### config.mk
export PLATFORM = sky130hd
export DESIGN_NAME = alu_flag_unit
export DESIGN_NICKNAME = d
export VERILOG_FILES = /design/src/rtl/alu_pkg.sv /design/src/rtl/add64_carry.sv /design/src/rtl/alu_flag_unit.sv
export SDC_FILE = /design/constraint.sdc
export NUM_CORES = 1
export LEC_CHECK = 0
export BUFFER_PORTS_ARGS = -buffer_cell sky130_fd_sc_hd__buf_4
export CORE_ASPECT_RATIO = 0.7
export CORE_UTILIZATION = 48
export CTS_BUF_LIST = sky130_fd_sc_hd__clkbuf_8
export CTS_CLUSTER_DIAMETER = 30
export CTS_CLUSTER_SIZE = 12
export DETAILED_ROUTE_END_ITERATION = 12
export PLACE_DENSITY = 0.77
export SETUP_SLACK_MARGIN = 0.05
export SYNTH_ARGS = -nofsm -noshare
export SYNTH_HDL_FRONTEND = slang
export SYNTH_HIERARCHICAL = 1
export SYNTH_SLANG_ARGS = --single-unit
### constraint.sdc
create_clock -name clk -period 10.4 [get_ports clk]
set_input_delay 1.56 -clock clk [delete_from_list [all_inputs] [get_ports clk]]
set_output_delay 1.56 -clock clk [all_outputs]
set_load 0.01 [all_outputs]
### src/rtl/alu_pkg.sv
// -----------------------------------------------------------------------------
// alu_pkg
// Shared definitions for the ALU / condition-flag block: the default datapath
// width and the operation-select encoding driven onto cntrl.
// Codes 001 and 111 are deliberately left out of the enum; the ALU treats
// any unlisted code as "result = 0".
// -----------------------------------------------------------------------------
package alu_pkg;

   localparam int WIDTH = 64;

   typedef enum logic [2:0] {
      PASS_B = 3'b000,
      ADD    = 3'b010,
      SUB    = 3'b011,
      AND    = 3'b100,
      OR     = 3'b101,
      XOR    = 3'b110
   } alu_op_e;

endpackage : alu_pkg

### src/rtl/add64_carry.sv
// -----------------------------------------------------------------------------
// add64_carry
// WIDTH-bit adder with carry-in, reporting the carry out of the top bit and
// two's-complement signed overflow. Subtraction is done by the caller feeding
// ~B with cin = 1, so ovf is computed against the operand actually added.
// Ports:
//   a, b  : addends
//   cin   : carry into bit 0
//   sum   : a + b + cin (modulo 2^WIDTH)
//   cout  : carry out of bit WIDTH-1
//   ovf   : signed overflow (operands agree in sign, sum does not)
// -----------------------------------------------------------------------------
module add64_carry #(
   parameter int WIDTH = 64
) (
   input  logic [WIDTH-1:0] a,
   input  logic [WIDTH-1:0] b,
   input  logic             cin,
   output logic [WIDTH-1:0] sum,
   output logic             cout,
   output logic             ovf
);

   logic [WIDTH:0] w_full;

   // One extra bit on the left captures the carry out of the top position.
   assign w_full = {1'b0, a} + {1'b0, b} + {{WIDTH{1'b0}}, cin};
   assign sum    = w_full[WIDTH-1:0];
   assign cout   = w_full[WIDTH];
   assign ovf    = (a[WIDTH-1] == b[WIDTH-1]) && (w_full[WIDTH-1] != a[WIDTH-1]);

endmodule : add64_carry

### src/rtl/alu_flag_unit.sv
// -----------------------------------------------------------------------------
// alu_flag_unit
// Integer ALU (pass-B, add, subtract, AND, OR, XOR) with architectural
// condition flags N, V, Z, C for the single-cycle CPU datapath.
// Ports:
//   clk          : flag registers update on the rising edge
//   reset        : asynchronous, active-low; clears all flags
//   A, B         : operands
//   cntrl        : operation select (alu_pkg::alu_op_e)
//   setflags     : load N, V, Z, C at the next edge
//   setzeroflag  : load Z alone at the next edge
//   result       : combinational result
//   zero_alu     : combinational (result == 0)
//   negative, overflow, zero, carry_out : registered flags
// -----------------------------------------------------------------------------
module alu_flag_unit
   import alu_pkg::*;
#(
   parameter int WIDTH = alu_pkg::WIDTH
) (
   input  logic             clk,
   input  logic             reset,
   input  logic [WIDTH-1:0] A,
   input  logic [WIDTH-1:0] B,
   input  logic [2:0]       cntrl,
   input  logic             setflags,
   input  logic             setzeroflag,
   output logic [WIDTH-1:0] result,
   output logic             zero_alu,
   output logic             negative,
   output logic             overflow,
   output logic             zero,
   output logic             carry_out
);

   logic             w_is_sub;
   logic [WIDTH-1:0] w_b_eff;
   logic [WIDTH-1:0] w_sum;
   logic             w_cout;
   logic             w_ovf;
   logic             w_nxt_c;
   logic             w_nxt_v;

   logic             r_n;
   logic             r_v;
   logic             r_z;
   logic             r_c;

   // Subtract reuses the adder: A + ~B + 1.
   assign w_is_sub = (cntrl == SUB);
   assign w_b_eff  = w_is_sub ? ~B : B;

   add64_carry #(.WIDTH(WIDTH)) u_add (
      .a    (A),
      .b    (w_b_eff),
      .cin  (w_is_sub),
      .sum  (w_sum),
      .cout (w_cout),
      .ovf  (w_ovf)
   );

   always_comb begin
      // NOTE: every output of this block is given a default first so no
      // path through the case leaves it unassigned (which would infer a latch).
      result  = '0;
      w_nxt_c = 1'b0;
      w_nxt_v = 1'b0;
      case (cntrl)
         PASS_B: result = B;
         ADD, SUB: begin
            result  = w_sum;
            w_nxt_c = w_cout;
            w_nxt_v = w_ovf;
         end
         AND:     result = A & B;
         OR:      result = A | B;
         XOR:     result = A ^ B;
         default: result = '0;
      endcase
   end

   assign zero_alu = (result == '0);

   // N, V, C follow setflags only; Z also loads on setzeroflag (CBZ-style ops).
   always_ff @(posedge clk or negedge reset) begin
      // NOTE: sequential state uses non-blocking assignments so every flop
      // samples pre-edge values regardless of statement order.
      if (!reset) begin
         r_n <= 1'b0;
         r_v <= 1'b0;
         r_z <= 1'b0;
         r_c <= 1'b0;
      end else begin
         if (setflags) begin
            r_n <= result[WIDTH-1];
            r_v <= w_nxt_v;
            r_c <= w_nxt_c;
         end
         if (setflags || setzeroflag) begin
            r_z <= zero_alu;
         end
      end
   end

   assign negative  = r_n;
   assign overflow  = r_v;
   assign zero      = r_z;
   assign carry_out = r_c;

endmodule : alu_flag_unit

# After elaboration in Yosys (flattened, before gate mapping)
# Index checks and enable logic that the tools add are counted.
[totals] register_bits=4 in_bits=135 output_inout_bits=69 wordCells=26
[op_classes] n_addsub=2 eq_ne=7 muxes=4 bitwise_logic=4 n_reduce_logical=5
[op_table] cell="$pmux 64 s5" n=1
[op_table] cell="$add 64x64->65" n=1
[op_table] cell="$add 65x1->65" n=1
[op_table] cell="$and 64x64->64" n=1
[op_table] cell="$logic_not 64->1" n=1
[op_table] cell="$mux 64" n=1
[op_table] cell="$not 64->64" n=1
[op_table] cell="$or 64x64->64" n=1
[op_table] cell="$xor 64x64->64" n=1
[op_table] cell="$eq 3x3->1 const B" n=3
[op_table] cell="$eq 3x2->1 const B" n=2
[op_table] cell="$logic_not 3->1" n=1
[op_table] cell="$mux 1" n=2
[op_table] cell="$reduce_or 2->1" n=1
[op_table] cell="$eq 1x1->1" n=1
[op_table] cell="$logic_and 1x1->1" n=1
[op_table] cell="$logic_or 1x1->1" n=1
[op_table] cell="$ne 1x1->1" n=1

# Longest topological paths before layout
[logic_depth] ltp_word=7 mapped_depth=25 ltp_nobuf=20

# Modules after synthesis
# The synthesis kept the hierarchy.
[modules_own_cells] mod="alu_flag_unit" instances=1 cells_each=771 area_per_inst_um2=5836.8
[modules_own_cells] mod="add64_carry" instances=1 cells_each=601 area_per_inst_um2=4057.6

# Worst setup path after synthesis
# Ideal clock, no wire load.
[synth_timing] path_type="input port to output port" startpoint="input port cntrl[0]" endpoint="output port zero_alu" arrival_time_ns=6.429 required_ns=8.840 path_slack_ns=2.411 path_stages=23 path_buffers=6 path_cell_list="buf_2 -> buf_2 -> buf_2 -> buf_2 -> nand2_1 -> clkbuf_1 -> buf_2 -> inv_1 -> fa_1 -> fa_1 -> a211oi_1 -> o211ai_1 -> a211oi_1 -> o21ai_0 -> o2bb2ai_1 -> o211ai_1 -> xnor2_1 -> a221oi_1 -> a21oi_1 -> a2111oi_0 -> and4_1 -> nand3_1 -> nor2_1"
[synth_between] elab_chain_len=6 word_cells_on_any_way=12 classes_between="2 x add/sub; 5 x eq/ne; 2 x mux; 3 x reduce/logical"
[synth_lines] item="from (decl)" line="alu_flag_unit.sv:25" rtl="input logic [2:0] cntrl,"
[synth_lines] item="$eq 3x2->1 (*)" line="alu_flag_unit.sv:50" rtl="assign w_is_sub = (cntrl == SUB);"
[synth_lines] item="via w_is_sub" line="alu_flag_unit.sv:36" rtl="logic w_is_sub;"
[synth_lines] item="$mux 64" line="alu_flag_unit.sv:51" rtl="assign w_b_eff = w_is_sub ? ~B : B;"
[synth_lines] item="$add 64x64->65" line="add64_carry.sv:27" rtl="assign w_full = {1'b0, a} + {1'b0, b} + {{WIDTH{1'b0}}, cin};"
[synth_lines] item="$add 65x1->65 (*)" line="add64_carry.sv:27"
[synth_lines] item="via w_sum[54]" line="alu_flag_unit.sv:38" rtl="logic [WIDTH-1:0] w_sum;"
[synth_lines] item="$pmux 64 s5 (*)" line="alu_flag_unit.sv:68" rtl="case (cntrl)"
[synth_lines] item="via result[54]" line="alu_flag_unit.sv:28" rtl="output logic [WIDTH-1:0] result,"
[synth_lines] item="$logic_not 64->1 (*)" line="alu_flag_unit.sv:82" rtl="assign zero_alu = (result == '0);"
[synth_lines] item="to (decl)" line="alu_flag_unit.sv:29" rtl="output logic zero_alu,"
# The timed path passes the listed nets; every way through them passes the cells marked *.

# Worst setup path in the final report
[layout_timing] startpoint="input port cntrl[1]" endpoint="output port zero_alu"
[layout_between] elab_chain_len=6 word_cells_on_any_way=12 classes_between="2 x add/sub; 5 x eq/ne; 2 x mux; 3 x reduce/logical"
[layout_lines] item="$eq 3x2->1" line="alu_flag_unit.sv:50"
[layout_lines] item="$mux 64" line="alu_flag_unit.sv:51"
[layout_lines] item="via w_b_eff[0]" line="alu_flag_unit.sv:37" rtl="logic [WIDTH-1:0] w_b_eff;"
[layout_lines] item="$add 64x64->65" line="add64_carry.sv:27"
[layout_lines] item="$add 65x1->65" line="add64_carry.sv:27"
[layout_lines] item="via w_sum[54]" line="alu_flag_unit.sv:38"
[layout_lines] item="$pmux 64 s5" line="alu_flag_unit.sv:68"
[layout_lines] item="$logic_not 64->1" line="alu_flag_unit.sv:82"
# The timed path passes the listed nets, and every way through them passes these cells.

==> out/metrics.cfg <==
[outcome]
outcome = finished, final reports clean

[sta]
tightest_slew_ns = 1.05
hold_violations = 0
rsz0062_at_grt = no
tns_ns = 0
skew_ns = 0
setup_viol_count_final = 0
relSlewSlack_pct = 28.1
period_share_pct = 90.0
final-max-slew-violation-count = 0
fmax_ghz = 0.107
whs_ns = 0.513
fin_crit_ns = 9.36

[power_and_ir_drop]
swShare_pct = 55.4
p_comb_share_pct = 94.3
cellLeakagePower_uw = 0.00572
p_per_area_nw_per_um2 = 75.1
seqPwrFrac_pct = 2.0
peakVddDrop_mv = 0.0316
p_sw_uw = 477
p_clk_share_pct = 3.7
p_int_uw = 384

[cts]
cts_tree = built
clock_latency_ns = 0.21
clock-root-buffer = clkbuf_8
hold_buffers = 0
htree_num_levels = 1
cts_buffers = 3
post_cts_buffers = 0
cts.sinks = 4
clkTransAtPathRegs_ns = 0.03
clock_path_buffers = 2
cts_resized = 0

[critical_path]
crit_path_start_kind = primary input
r2r_end = negative
rrSetupSlack_ns = 9.66
worst_r2r_path_depth = 1
crit_fanout = 32
end_kind = output port
cp.required_ns = 8.84
arrival_ns = 7.80
reg2reg_from = negative
criticalPathCategory = primary input to output port

[hold_path]
hp-start = negative
worst_hold_path_type = register to register
min_path_cells = 1
holdPathEnd = negative

[global_routing]
antenna_found_initial = 1
grt_pass1_wl_um = 55900
grt_pass1_vias = 10200
overflow = 0
grt_max_degree = 54
grt_usage_pct = 32.9

[drt]
wl_um = 36100
wl_per_cell_um = 20.4
drtIter0Drc = 1121
routed-via-count = 11100
viasPerCell = 6.25
ant_nets = 0
drc_errors = 0
drtPass1Iterations = 7

[synthesis]
yosysTopAreaCell = ha_1
ys_top_cells_by_area = ha_1 (24%), xnor2_1 (8.9%), mux2i_1 (6.5%)
netlist-cell-type-count = 83
async_flop_share_pct = 100
yosysTopAreaCellShare_pct = 24.2
synthesis.nets = 1700
syn_inst = 1372
avgSynthCellArea_um2 = 7.21
synthFlopType = dfrtp_1
ys_seq_elements = 4
synth_edf_count = 0
yosysSeqAreaShare_pct = 1.01
synth.cell_area_um2 = 9890
yosys_warnings = 6

[die]
core_area_um2 = 20000
die_area_um2 = 21200
row_count = 43
die_height_um = 122
ios = 204
die_w_um = 174
start_util_pct = 49.4

[finish]
register_area_um2 = 100
multiInputGateArea_um2 = 8750
nNetsFinal = 1832
fillers = 1959
antenna_cells = 0
drive_gt1_share_pct = 16.8
layout_common_cells = buf_4 (216), ha_1 (191), inv_1 (159)
layout_commonest_cell = buf_4
area_growth_pct = 15.8

[run]
drv_cap = 0

[placed_design]
port-buffer-count = 203
dp_hpwl_um = 28700
gp_congestion = 1.02

-- per-stage QoR --
step / setup WS [ns] / util [%] / area, µm² / total power [µW] / cells
after floorplan: 2.41 / - / 9890 / 540 / 1372
after global placement: 1.26 / 57.0 / 11400 / 801 / 1769
after detailed placement: 1.22 / 57.0 / 11400 / 804 / 1769
after CTS: 1.21 / 57.2 / 11500 / 843 / 1772
after global routing: 0.720 / 57.2 / 11500 / 930 / 1772
final: 1.04 / 57.2 / 11500 / 861 / 1772
-- power by group through the flow --
stage | sequential, µW | clock, µW | combinational, µW
after floorplan | 18.4 | 0 | 522
after global placement | 17.8 | 0 | 783
after detailed placement | 17.8 | 0 | 787
after CTS | 17.6 | 33.2 | 792
after global routing | 17.9 | 34.3 | 878
final | 17.6 | 31.9 | 811
-- worst max-delay path by stage --
stage / from / endpoint / slack (ns) / cells past startpoint
after floorplan: cntrl[0] / zero_alu / 2.41 / 23
after global routing: cntrl[2] / zero_alu / 0.72 / 20
after global placement: cntrl[2] / zero_alu / 1.26 / 20
final: cntrl[1] / zero_alu / 1.04 / 21
after CTS: cntrl[2] / zero_alu / 1.21 / 20
after detailed placement: cntrl[2] / zero_alu / 1.22 / 20
-- cell usage after synthesis, types with 27 or more instances --
| library cell | instances |
|---|---|
| nor2_1 | 79 |
| clkbuf_1 | 34 |
| inv_1 | 160 |
| mux2i_1 | 64 |
| buf_2 | 39 |
| nand2_1 | 71 |
| ha_1 | 191 |
| nor2b_1 | 27 |
| a21o_1 | 27 |
| o21a_1 | 31 |
| xnor2_1 | 100 |
| nand3_1 | 33 |
| a21oi_1 | 95 |
| o21ai_0 | 57 |
-- worst max-delay path, stage by stage --
cell       delay (ns)
buf_4            0.30
nor2b_1          0.31
nand2_4          0.29
xnor2_1          0.23
fa_1             0.45
fa_1             0.45
a211oi_1         0.33
o211ai_1         0.20
a211oi_1         0.25
buf_4            0.17
o21ai_0          0.18
o2bb2ai_1        0.44
o211ai_1         0.24
xnor2_1          0.18
a221oi_1         0.32
a21oi_1          0.10
a2111oi_0        0.85
and4_1           0.31
nand3_1          0.14
nor2_1           0.28
buf_4            0.18
-- routing by layer --
metal / share of wire (%) / up-vias / GRT usage (%)
met2: 41 / 567 / 49.8
met4: 2.4 / 2 / 8.50
li1: - / 5232 / -
met3: 9.7 / 60 / 6.77
met1: 47 / 5213 / 47.0
met5: 0.036 / - / 0
-- logic make-up after synthesis --
logic type | share of synthesized area (%)
flip-flops | 1.01
AND/OR/NAND/NOR | 16.3
multiplexers | 7.20
adder cells (fa/ha/maj) | 24.6
XOR/XNOR | 10.6
AO/OA/AOI/OAI | 29.7
buffers and inverters | 10.6
-- layout make-up --
class,count,share of cell area (%)
clock buffer,3,0.360
inverter,161,5.28
multi-input combinational,1118,76.4
sequential,4,0.874
tap,270,2.95
timing repair buffer,216,14.2
-- state kept, by name, summed over array words and instances (netlist names) --
register   flops
carry_out      1
negative       1
overflow       1
zero           1
No activity file was read; power rests on OpenSTA's default activity.
